`config.mk`:
```
export PLATFORM = sky130hd
export DESIGN_NAME = bias_act_quant_flat
export DESIGN_NICKNAME = d
export VERILOG_FILES = /design/src/rtl/bias_act_quant_if.sv /design/src/rtl/bias_act_quant.sv /design/src/flat_wrapper.sv
export SDC_FILE = /design/constraint.sdc
export NUM_CORES = 1
export LEC_CHECK = 0
export BUFFER_PORTS_ARGS = -buffer_cell sky130_fd_sc_hd__clkbuf_2
export CAP_MARGIN = 40
export CELL_PAD_IN_SITES_DETAIL_PLACEMENT = 0
export CELL_PAD_IN_SITES_GLOBAL_PLACEMENT = 1
export CORE_ASPECT_RATIO = 1.1
export CORE_MARGIN = 2
export CORE_UTILIZATION = 36
export CTS_CLUSTER_DIAMETER = 200
export DETAILED_ROUTE_END_ITERATION = 8
export GPL_TIMING_DRIVEN = 0
export PLACE_DENSITY = 0.8
export SLEW_MARGIN = 5
export SYNTH_ARGS = -nofsm -noshare
export SYNTH_HDL_FRONTEND = slang
export SYNTH_SLANG_ARGS = --single-unit
```
`constraint.sdc`:
```
create_clock -name clk -period 4.4 [get_ports clk]
set_clock_uncertainty 0.05 [all_clocks]
set_input_delay 0.88 -clock clk [delete_from_list [all_inputs] [get_ports clk]]
set_output_delay 0.88 -clock clk [all_outputs]
set_load 0.01 [all_outputs]
```
`src/rtl/bias_act_quant_if.sv`:
```
// ----------------------------------------------------------------------------
// bias_act_quant_if
//   Groups the request/result signals of bias_act_quant.
//   Clock and reset are not part of the bundle; they stay plain module ports.
//
//   start       master -> slave   request, sampled only while the stage is idle
//   in_vector   master -> slave   ROWS signed ACC_WIDTH accumulators, elem 0 in MSBs
//   bias        master -> slave   ROWS signed ACC_WIDTH biases, elem 0 in MSBs
//   out_vector  slave -> master   ROWS signed OUT_WIDTH results, elem 0 in MSBs
//   done        slave -> master   one-cycle pulse: out_vector/sat_flag just updated
//   busy        slave -> master   high while a vector is being processed
//   sat_flag    slave -> master   some element of the last run was clamped
// ----------------------------------------------------------------------------
interface bias_act_quant_if #(
   parameter int unsigned ROWS      = 6,
   parameter int unsigned ACC_WIDTH = 16,
   parameter int unsigned OUT_WIDTH = 8
);
   logic                        start;
   logic [ROWS*ACC_WIDTH-1:0]   in_vector;
   logic [ROWS*ACC_WIDTH-1:0]   bias;
   logic [ROWS*OUT_WIDTH-1:0]   out_vector;
   logic                        done;
   logic                        busy;
   logic                        sat_flag;

   modport master (
      output start, in_vector, bias,
      input  out_vector, done, busy, sat_flag
   );

   modport slave (
      input  start, in_vector, bias,
      output out_vector, done, busy, sat_flag
   );
endinterface

```
`src/rtl/bias_act_quant.sv`:
```
// ----------------------------------------------------------------------------
// bias_act_quant
//   Post-processing stage behind the matrix-vector multiplier. Captures one
//   vector of signed accumulators plus a bias vector, then per element (one
//   per clock): add bias, activate, arithmetic shift right by SHIFT, saturate
//   to OUT_WIDTH. The complete quantised vector is published atomically
//   together with a one-cycle done pulse.
//
//   Ports
//     clk     rising-edge clock
//     reset   synchronous, active-high
//     bus     bias_act_quant_if.slave (start, in_vector, bias, out_vector,
//             done, busy, sat_flag)
//
//   Build option
//     LEAKY_RELU_EN  when defined, a negative sum becomes sum >>> 3 instead
//                    of 0, so negative outputs are possible. Undefined: plain
//                    ReLU, all outputs >= 0.
//
//   Timing: start sampled in IDLE at edge E0; elements are processed on
//   E1..E<ROWS>; done is high in the cycle following E<ROWS>. One vector
//   every ROWS+1 cycles when start is held high.
// ----------------------------------------------------------------------------
module bias_act_quant #(
   parameter int unsigned ROWS      = 6,
   parameter int unsigned ACC_WIDTH = 16,
   parameter int unsigned OUT_WIDTH = 8,
   parameter int unsigned SHIFT     = 4
) (
   input logic            clk,
   input logic            reset,
   bias_act_quant_if.slave bus
);

   localparam int unsigned IDX_W = (ROWS > 1) ? $clog2(ROWS) : 1;
   // Sum width: one guard bit so in + bias never overflows.
   localparam int unsigned SW    = ACC_WIDTH + 1;

   localparam logic signed [SW-1:0] SAT_MAX = SW'((64'd1 << (OUT_WIDTH - 1)) - 64'd1);
   localparam logic signed [SW-1:0] SAT_MIN = ~SAT_MAX;

   typedef enum logic {
      ST_IDLE,
      ST_PROCESS
   } state_t;

   state_t                      state_q;
   state_t                      state_d;

   // Latched operands: the bus inputs may change freely after the start edge.
   logic [ROWS*ACC_WIDTH-1:0]   in_buf_q;
   logic [ROWS*ACC_WIDTH-1:0]   bias_buf_q;

   // Working buffer filled one element per cycle, published at the end.
   logic [ROWS*OUT_WIDTH-1:0]   work_q;
   logic [ROWS*OUT_WIDTH-1:0]   work_d;

   logic [IDX_W-1:0]            idx_q;
   logic                        sat_acc_q;

   logic [ROWS*OUT_WIDTH-1:0]   out_vector_q;
   logic                        done_q;
   logic                        sat_flag_q;

   // Per-element datapath
   logic signed [ACC_WIDTH-1:0] cur_in;
   logic signed [ACC_WIDTH-1:0] cur_bias;
   logic signed [SW-1:0]        sum;
   logic signed [SW-1:0]        act;
   logic signed [SW-1:0]        shifted;
   logic [OUT_WIDTH-1:0]        q_elem;
   logic                        clamped;
   logic                        last_elem;

   assign last_elem = (idx_q == IDX_W'(ROWS - 1));

   // ------------------------------------------------------------------------
   // Operand selection for the current element index
   // ------------------------------------------------------------------------
   always_comb begin
      cur_in   = '0;
      cur_bias = '0;
      for (int unsigned i = 0; i < ROWS; i++) begin
         if (idx_q == IDX_W'(i)) begin
            cur_in   = in_buf_q  [(ROWS - 1 - i) * ACC_WIDTH +: ACC_WIDTH];
            cur_bias = bias_buf_q[(ROWS - 1 - i) * ACC_WIDTH +: ACC_WIDTH];
         end
      end
   end

   // ------------------------------------------------------------------------
   // Bias, activation, shift, saturation
   // ------------------------------------------------------------------------
   always_comb begin
      sum = {cur_in[ACC_WIDTH-1], cur_in} + {cur_bias[ACC_WIDTH-1], cur_bias};

`ifdef LEAKY_RELU_EN
      // Leaky slope of 1/8, rounding toward minus infinity.
      act = sum[SW-1] ? (sum >>> 3) : sum;
`else
      act = sum[SW-1] ? '0 : sum;
`endif

      shifted = act >>> SHIFT;

      clamped = 1'b0;
      if (shifted > SAT_MAX) begin
         q_elem  = SAT_MAX[OUT_WIDTH-1:0];
         clamped = 1'b1;
      end else if (shifted < SAT_MIN) begin
         q_elem  = SAT_MIN[OUT_WIDTH-1:0];
         clamped = 1'b1;
      end else begin
         q_elem  = shifted[OUT_WIDTH-1:0];
      end
   end

   // Working buffer with the current element merged in; this is also what
   // gets published on the last element, so that element is not lost.
   always_comb begin
      work_d = work_q;
      for (int unsigned i = 0; i < ROWS; i++) begin
         if (idx_q == IDX_W'(i)) begin
            work_d[(ROWS - 1 - i) * OUT_WIDTH +: OUT_WIDTH] = q_elem;
         end
      end
   end

   // ------------------------------------------------------------------------
   // FSM
   // ------------------------------------------------------------------------
   always_ff @(posedge clk) begin
      if (reset) begin
         state_q <= ST_IDLE;
      end else begin
         state_q <= state_d;
      end
   end

   always_comb begin
      state_d = state_q;
      case (state_q)
         ST_IDLE: begin
            if (bus.start) begin
               state_d = ST_PROCESS;
            end
         end
         ST_PROCESS: begin
            if (last_elem) begin
               state_d = ST_IDLE;
            end
         end
         default: state_d = ST_IDLE;
      endcase
   end

   // ------------------------------------------------------------------------
   // Capture, element processing and result publication
   // ------------------------------------------------------------------------
   always_ff @(posedge clk) begin
      if (reset) begin
         in_buf_q     <= '0;
         bias_buf_q   <= '0;
         work_q       <= '0;
         idx_q        <= '0;
         sat_acc_q    <= 1'b0;
         out_vector_q <= '0;
         done_q       <= 1'b0;
         sat_flag_q   <= 1'b0;
      end else begin
         done_q <= 1'b0;
         case (state_q)
            ST_IDLE: begin
               if (bus.start) begin
                  in_buf_q   <= bus.in_vector;
                  bias_buf_q <= bus.bias;
                  idx_q      <= '0;
                  sat_acc_q  <= 1'b0;
               end
            end
            ST_PROCESS: begin
               work_q <= work_d;
               if (last_elem) begin
                  out_vector_q <= work_d;
                  sat_flag_q   <= sat_acc_q | clamped;
                  done_q       <= 1'b1;
                  idx_q        <= '0;
               end else begin
                  idx_q     <= idx_q + IDX_W'(1);
                  sat_acc_q <= sat_acc_q | clamped;
               end
            end
            default: ;
         endcase
      end
   end

   assign bus.out_vector = out_vector_q;
   assign bus.done       = done_q;
   assign bus.busy       = (state_q == ST_PROCESS);
   assign bus.sat_flag   = sat_flag_q;

endmodule

```
`src/flat_wrapper.sv`:
```
// flat-port wrapper written by rule: the top's interface ports become plain ports
module bias_act_quant_flat 
#(
   parameter int unsigned ROWS      = 6,
   parameter int unsigned ACC_WIDTH = 16,
   parameter int unsigned OUT_WIDTH = 8,
   parameter int unsigned SHIFT     = 4
)
  (clk, reset, bus_start, bus_in_vector, bus_bias, bus_out_vector, bus_done, bus_busy, bus_sat_flag);
  bias_act_quant_if #(.ROWS(ROWS), .ACC_WIDTH(ACC_WIDTH), .OUT_WIDTH(OUT_WIDTH)) bus_i ();
  input logic clk;
  input logic reset;
  input wire logic [$bits(bus_i.start)-1:0] bus_start;
  input wire logic [$bits(bus_i.in_vector)-1:0] bus_in_vector;
  input wire logic [$bits(bus_i.bias)-1:0] bus_bias;
  output wire logic [$bits(bus_i.out_vector)-1:0] bus_out_vector;
  output wire logic [$bits(bus_i.done)-1:0] bus_done;
  output wire logic [$bits(bus_i.busy)-1:0] bus_busy;
  output wire logic [$bits(bus_i.sat_flag)-1:0] bus_sat_flag;
  assign bus_i.start = bus_start;
  assign bus_i.in_vector = bus_in_vector;
  assign bus_i.bias = bus_bias;
  assign bus_out_vector = bus_i.out_vector;
  assign bus_done = bus_i.done;
  assign bus_busy = bus_i.busy;
  assign bus_sat_flag = bus_i.sat_flag;
  bias_act_quant #(.ROWS(ROWS), .ACC_WIDTH(ACC_WIDTH), .OUT_WIDTH(OUT_WIDTH), .SHIFT(SHIFT)) u_core (.clk(clk), .reset(reset), .bus(bus_i));
endmodule
```
After elaboration in Yosys (flattened, before gate mapping)
Cells that the tools add are included.
{ "totals": {"register_bits": 295, "word_cells": 60} }
{ "op_classes": {"add_sub_neg": 2, "order_cmp": 2, "n_eq_ne": 7, "mux": 33, "bitwise_logic": 2, "reduce_logical": 5} }
{ "ops": {"columns": ["op", "n"], "rows": [
  ["16-bit two-way mux", 13],
  ["8-bit two-way mux", 8],
  ["16-bit by 16-bit adder with 17-bit output", 1],
  ["13-bit by 8-bit greater-than comparator with 1-bit output (second input constant)", 1],
  ["13-bit by 8-bit < comparator with 1-bit output (second input constant)", 1],
  ["1-bit two-way mux", 7],
  ["3-bit by 2-bit == test with 1-bit output (second input constant)", 2],
  ["3-bit == test (second input constant)", 2],
  ["3-bit two-way mux", 2],
  ["3-bit one-hot mux with 2 select lines", 1],
  ["2-bit AND reduction", 3],
  ["2-bit inequality test (second input constant)", 2],
  ["1-bit one-hot mux with 2 select lines", 2],
  ["3-bit by 1-bit adder with 3-bit output (second input constant)", 1],
  ["3-bit by 1-bit == test with 1-bit output (second input constant)", 1],
  ["3-bit zero test", 1],
  ["2-bit OR reduction", 1],
  ["1-bit NOT", 1],
  ["1-bit OR", 1]
]} }

Longest topological paths before layout
{ "logic_depth": {"ltp_word": 15, "mapped_depth": 21, "mapped_depth_nobuf": 16} }

Worst setup path before layout
Ideal clock, no wire load.
{ "synth_path": {"path_type": "register to register", "start": "reg u_core.idx_q[1]", "end": "reg u_core.out_vector_q[19], in the netlist u_core.bus.out_vector[19]", "setup_time_ps": 132, "arrival_time_ps": 4472, "t_required_ps": 4218, "slack_ps": -254, "stages_incl_launch_ff": 21, "period_less_slack_ps": 4654, "cell_sequence": "dfxtp_1 > buf_1 > buf_1 > and2_1 > ha_1 > clkbuf_1 > clkbuf_1 > a221oi_1 > o31ai_1 > ha_1 > clkbuf_1 > a21oi_1 > o221ai_1 > a21oi_1 > o2111ai_1 > o21ba_2 > o311ai_1 > a2111o_1 > buf_6 > o311ai_1 > a21oi_1"} }
{ "synth_between": {"elab_chain_len": 13, "word_cells_on_any_way": 26} }
{ "synth_lines": {"columns": ["element", "line", "rtl"], "rows": [
  ["from (decl)", "bias_act_quant.sv:58", "logic [IDX_W-1:0] idx_q;"],
  ["from (signal assigned)", "bias_act_quant.sv:189", "idx_q <= idx_q + IDX_W'(1);"],
  ["3-bit zero test", "bias_act_quant.sv:84", "if (idx_q == IDX_W'(i)) begin"],
  ["16-bit two-way mux (6 in series)", "bias_act_quant.sv:84", null],
  ["16-bit by 16-bit adder with 17-bit output", "bias_act_quant.sv:95", "sum = {cur_in[ACC_WIDTH-1], cur_in} + {cur_bias[ACC_WIDTH-1], cur_bias};"],
  ["16-bit two-way mux", "bias_act_quant.sv:101", "act = sum[SW-1] ? '0 : sum;"],
  ["13-bit by 8-bit < comparator with 1-bit output", "bias_act_quant.sv:110", "end else if (shifted < SAT_MIN) begin"],
  ["8-bit two-way mux", "bias_act_quant.sv:110", null],
  ["8-bit two-way mux", "bias_act_quant.sv:107", "if (shifted > SAT_MAX) begin"],
  ["8-bit two-way mux", "bias_act_quant.sv:123", "if (idx_q == IDX_W'(i)) begin"],
  ["to (signal assigned)", "bias_act_quant.sv:184", "out_vector_q <= work_d;"],
  ["to (decl)", "bias_act_quant.sv:61", "logic [ROWS*OUT_WIDTH-1:0] out_vector_q;"]
]} }
Several ways; a longest one is shown, not always the timed one.
A chain may end at the register's enable or synchronous reset.

Worst setup path after layout
{ "layout_path": {"start": "reg u_core.idx_q[1]", "end": "reg u_core.work_q[32]"} }
{ "layout_between": {"elab_chain_len": 13, "word_cells_on_any_way": 25} }
{ "layout_lines": {"columns": ["element", "line", "rtl"], "rows": [
  ["3-bit zero test", "bias_act_quant.sv:84", null],
  ["16-bit two-way mux (6 in series)", "bias_act_quant.sv:84", null],
  ["16-bit by 16-bit adder with 17-bit output", "bias_act_quant.sv:95", null],
  ["16-bit two-way mux", "bias_act_quant.sv:101", null],
  ["13-bit by 8-bit < comparator with 1-bit output", "bias_act_quant.sv:110", null],
  ["8-bit two-way mux", "bias_act_quant.sv:110", null],
  ["8-bit two-way mux", "bias_act_quant.sv:107", null],
  ["8-bit two-way mux *", "bias_act_quant.sv:123", null],
  ["to (signal assigned)", "bias_act_quant.sv:182", "work_q <= work_d;"],
  ["to (decl)", "bias_act_quant.sv:55", "logic [ROWS*OUT_WIDTH-1:0] work_q;"]
]} }
Mark *: on every way between the ends. The rest lies on a longest branch, timed or not.

==> metrics.cfg <==
[synthesis]
synth_fp_nets=1801
yosysMostFrequentCell=nand2_1
netlist-cell-type-count=52
ys_seq_elements=287
yosysTopAreaCellShare_pct=46.9
postSynthCellCount=1590
synthTopCellsByArea=dfxtp_1 (47%), nand2_1 (15%), a21oi_1 (9.8%)
synth_edf_count=0
yosysTopAreaCell=dfxtp_1
ys_warn_count=0
ys.flop_type=dfxtp_1
seq_area_frac_synth_pct=46.9
async_flop_share_pct=0
synth_common_cells=nand2_1 (503), dfxtp_1 (287), a21oi_1 (241)
netlist_area_sq_um=12300
avgSynthCellArea_sq_um=7.71

[setup_path]
endpoint_kind=flop
cpMostUsedCell=buf_12
startpoint_type=flop
worstPathArrival_ns=4.74
critPathMaxStageDelay_ns=0.48
worst-path-buf-inv=7
cp_slowest_cell=a2111o_1
rrSetupSlack_ns=0.03
crit_chain=buf_12, buf_12, buf_12, mux2i_1, o21ai_0, a221oi_4, o31ai_1, ha_2, buf_6, nand4_1, o221ai_2, a21oi_2, buf_4, nand2_4, xor2_2, a2111o_1, buf_12, o21ai_4, buf_12, a211oi_2
path_delay_family=compound AO/OA/AOI/OAI gates
crit_required_ns=4.77
crit_type=reg -> reg
critPathMaxFanout=10

[placed_design]
placed_area_sq_um=14000
port_buffers=244
dp_slack_ns=-2.01
gp_congestion=0.912
dp_hpwl_microns=35100
dp.cells=2267

[sta]
finalHoldViolCount=0
fin_crit_ns=4.37
rsz0062_at_grt=true
max_freq_mhz=229
slew_headroom_pct=43.4
slew_viol_final=0
worstMarginPinSlew_ns=0.849
setup_ws_ns=0.0336
post-route-period-util_pct=99.2
setup_viol=0

[floorplan]
initial_core_util_pct=36.7
rows=70
pin_count=246
die-area_sq_um=35600
die_h_microns=198
core_sq_um=33400
die_x_microns=180

[grt]
overflow=0
grt_pass1_vias=12200
grt_max_degree=16
antenna_found_initial=0
gr-usage-all-layers_pct=24.7
grt_first_pass_wirelength_microns=68700

[route]
vias=12500
first_pass_iters=5
drtIter0Drc=828
wl_met3_microns=2440
wl_microns=45600
route.detailed.drc=0
wl_per_cell_microns=19.3
viasPerCell=5.29
m1WireLength_microns=19000
final_antenna_net_count=0
wl_met2_microns=22700
topRoutingLayerUsed=met4

[final_layout]
nets=2113
design_area_sq_um=16500
instances_no_fill=2357
n_antenna_cell=0
area_growth_syn_to_layout_pct=34.7
fill_cells=3291
layout-drive-gt1-share_pct=25.0

[power_and_ir_drop]
vdd_drop_max_v=0.000284
p_leak_nw=6.34
powerDensity_nw_per_um2=389

[run]
max_cap_viol_count=0

[clock_network]
clock-root-buffer=clkbuf_16
cts.sinks=287
cts_tree=built
cts_inserted_buffers=30
clk_pin_slew_worst_paths_ns=0.06
clock_latency_ns=0.57
cts_max_level=1
cts_max_path_buffers=3

[min_path]
holdCritPathClass=reg -> reg

[outcome]
status=complete, no violations

[area by class of cell]
cell class	count	area [sq um]	share of cell area (%)
Inverter	11	42.5	0.258
Clock buffer	47	885	5.36
Tap cell	432	541	3.27
Timing Repair Buffer	283	1610	9.77
Clock inverter	8	104	0.629
Buffer	129	776	4.70
Sequential cell	287	5750	34.8
Multi-Input combinational cell	1160	6800	41.2
[tightest hold or removal path, stage by stage, from the launching register on]
cell and delay [ns]:
dfxtp_1 0.31, nand2_1 0.05, a21oi_1 0.05
[flip-flops by register name, summed over array words and instances (netlist names)]
register               cells
u_core.work_q             40
u_core.idx_q               3
u_core.bus.done            1
u_core.bus.sat_flag        1
u_core.in_buf_q           96
u_core.sat_acc_q           1
u_core.bus.out_vector     48
u_core.bias_buf_q         96
u_core.bus.busy            1
[cell usage in the layout, fill, tap and decap left out, types with 13 or more instances in the layout]
cell / synthesis / final
mux2i_1: 30 / 29
nand3_1: 27 / 27
a221oi_4: 0 / 20
nor2_1: 102 / 97
dfxtp_1: 287 / 284
a211oi_1: 26 / 14
o21ai_0: 38 / 34
o31ai_2: 0 / 14
nand2_1: 503 / 497
clkbuf_16: 0 / 37
clkbuf_2: 0 / 253
clkbuf_1: 122 / 105
a311oi_1: 15 / 14
a211oi_2: 1 / 13
a21oi_1: 241 / 236
o31ai_1: 30 / 15
buf_4: 0 / 31
[kinds of logic (layout without fill, tap and decap cells)]
logic type	after synthesis	in the layout	synth area share, %
compound gates	423	423	21.4
xor+xnor	10	10	0.714
fa+ha+maj	16	16	1.63
buf+inv	143	478	4.58
flops	287	287	46.9
mux	34	34	2.82
simple gates	677	677	22.0
[power by group]
part           switching (W)  leakage [nW]  internal [W]  total [W]
Sequential         0.0000751          2.34       0.00271    0.00279
Clock                0.00105         0.483       0.00149    0.00255
Combinational       0.000629          3.51      0.000466    0.00110
Total                0.00176          6.34       0.00467    0.00643
[repair_timing]
action	in CTS	in global routing
setup buffers	29	5
hold buffers	0	0
gates cloned	2	2
gates resized for setup	166	73
setup endpoints to repair	51	51
pin swaps	23	33
[layer usage]
layer | GRT usage (%) | up-vias
met1 | 30.3 | 5907
met3 | 2.95 | 79
li1 | - | 6081
met2 | 44.8 | 394
met5 | 0 | -
met4 | 8.25 | 0
[through the flow]
step	setup TNS, ns	hold slack [ns]	util, %	total power (W)
6_report	0	0.399	49.5	0.00643
5_1_grt	-0.591	0.421	49.5	0.00664
4_1_cts	0	0.401	48.5	0.00639
3_5_place_dp	-96.25	0.393	42.0	0.00364
3_3_place_gp	-98.00	0.391	42.0	0.00363
2_1_floorplan	0	0.377	-	0.00330
[worst paths after layout]
kind | cells past startpoint | to | start
hold / removal | 2 | u_core.bus.out_vector[26] | u_core.bus.out_vector[26]
setup / recovery | 20 | u_core.work_q[32] | u_core.idx_q[1]
setup reg to reg | 20 | u_core.work_q[32] | u_core.idx_q[1]
hold reg to reg | 2 | u_core.bus.out_vector[26] | u_core.bus.out_vector[26]
No activity file was read; power rests on OpenSTA's default activity.
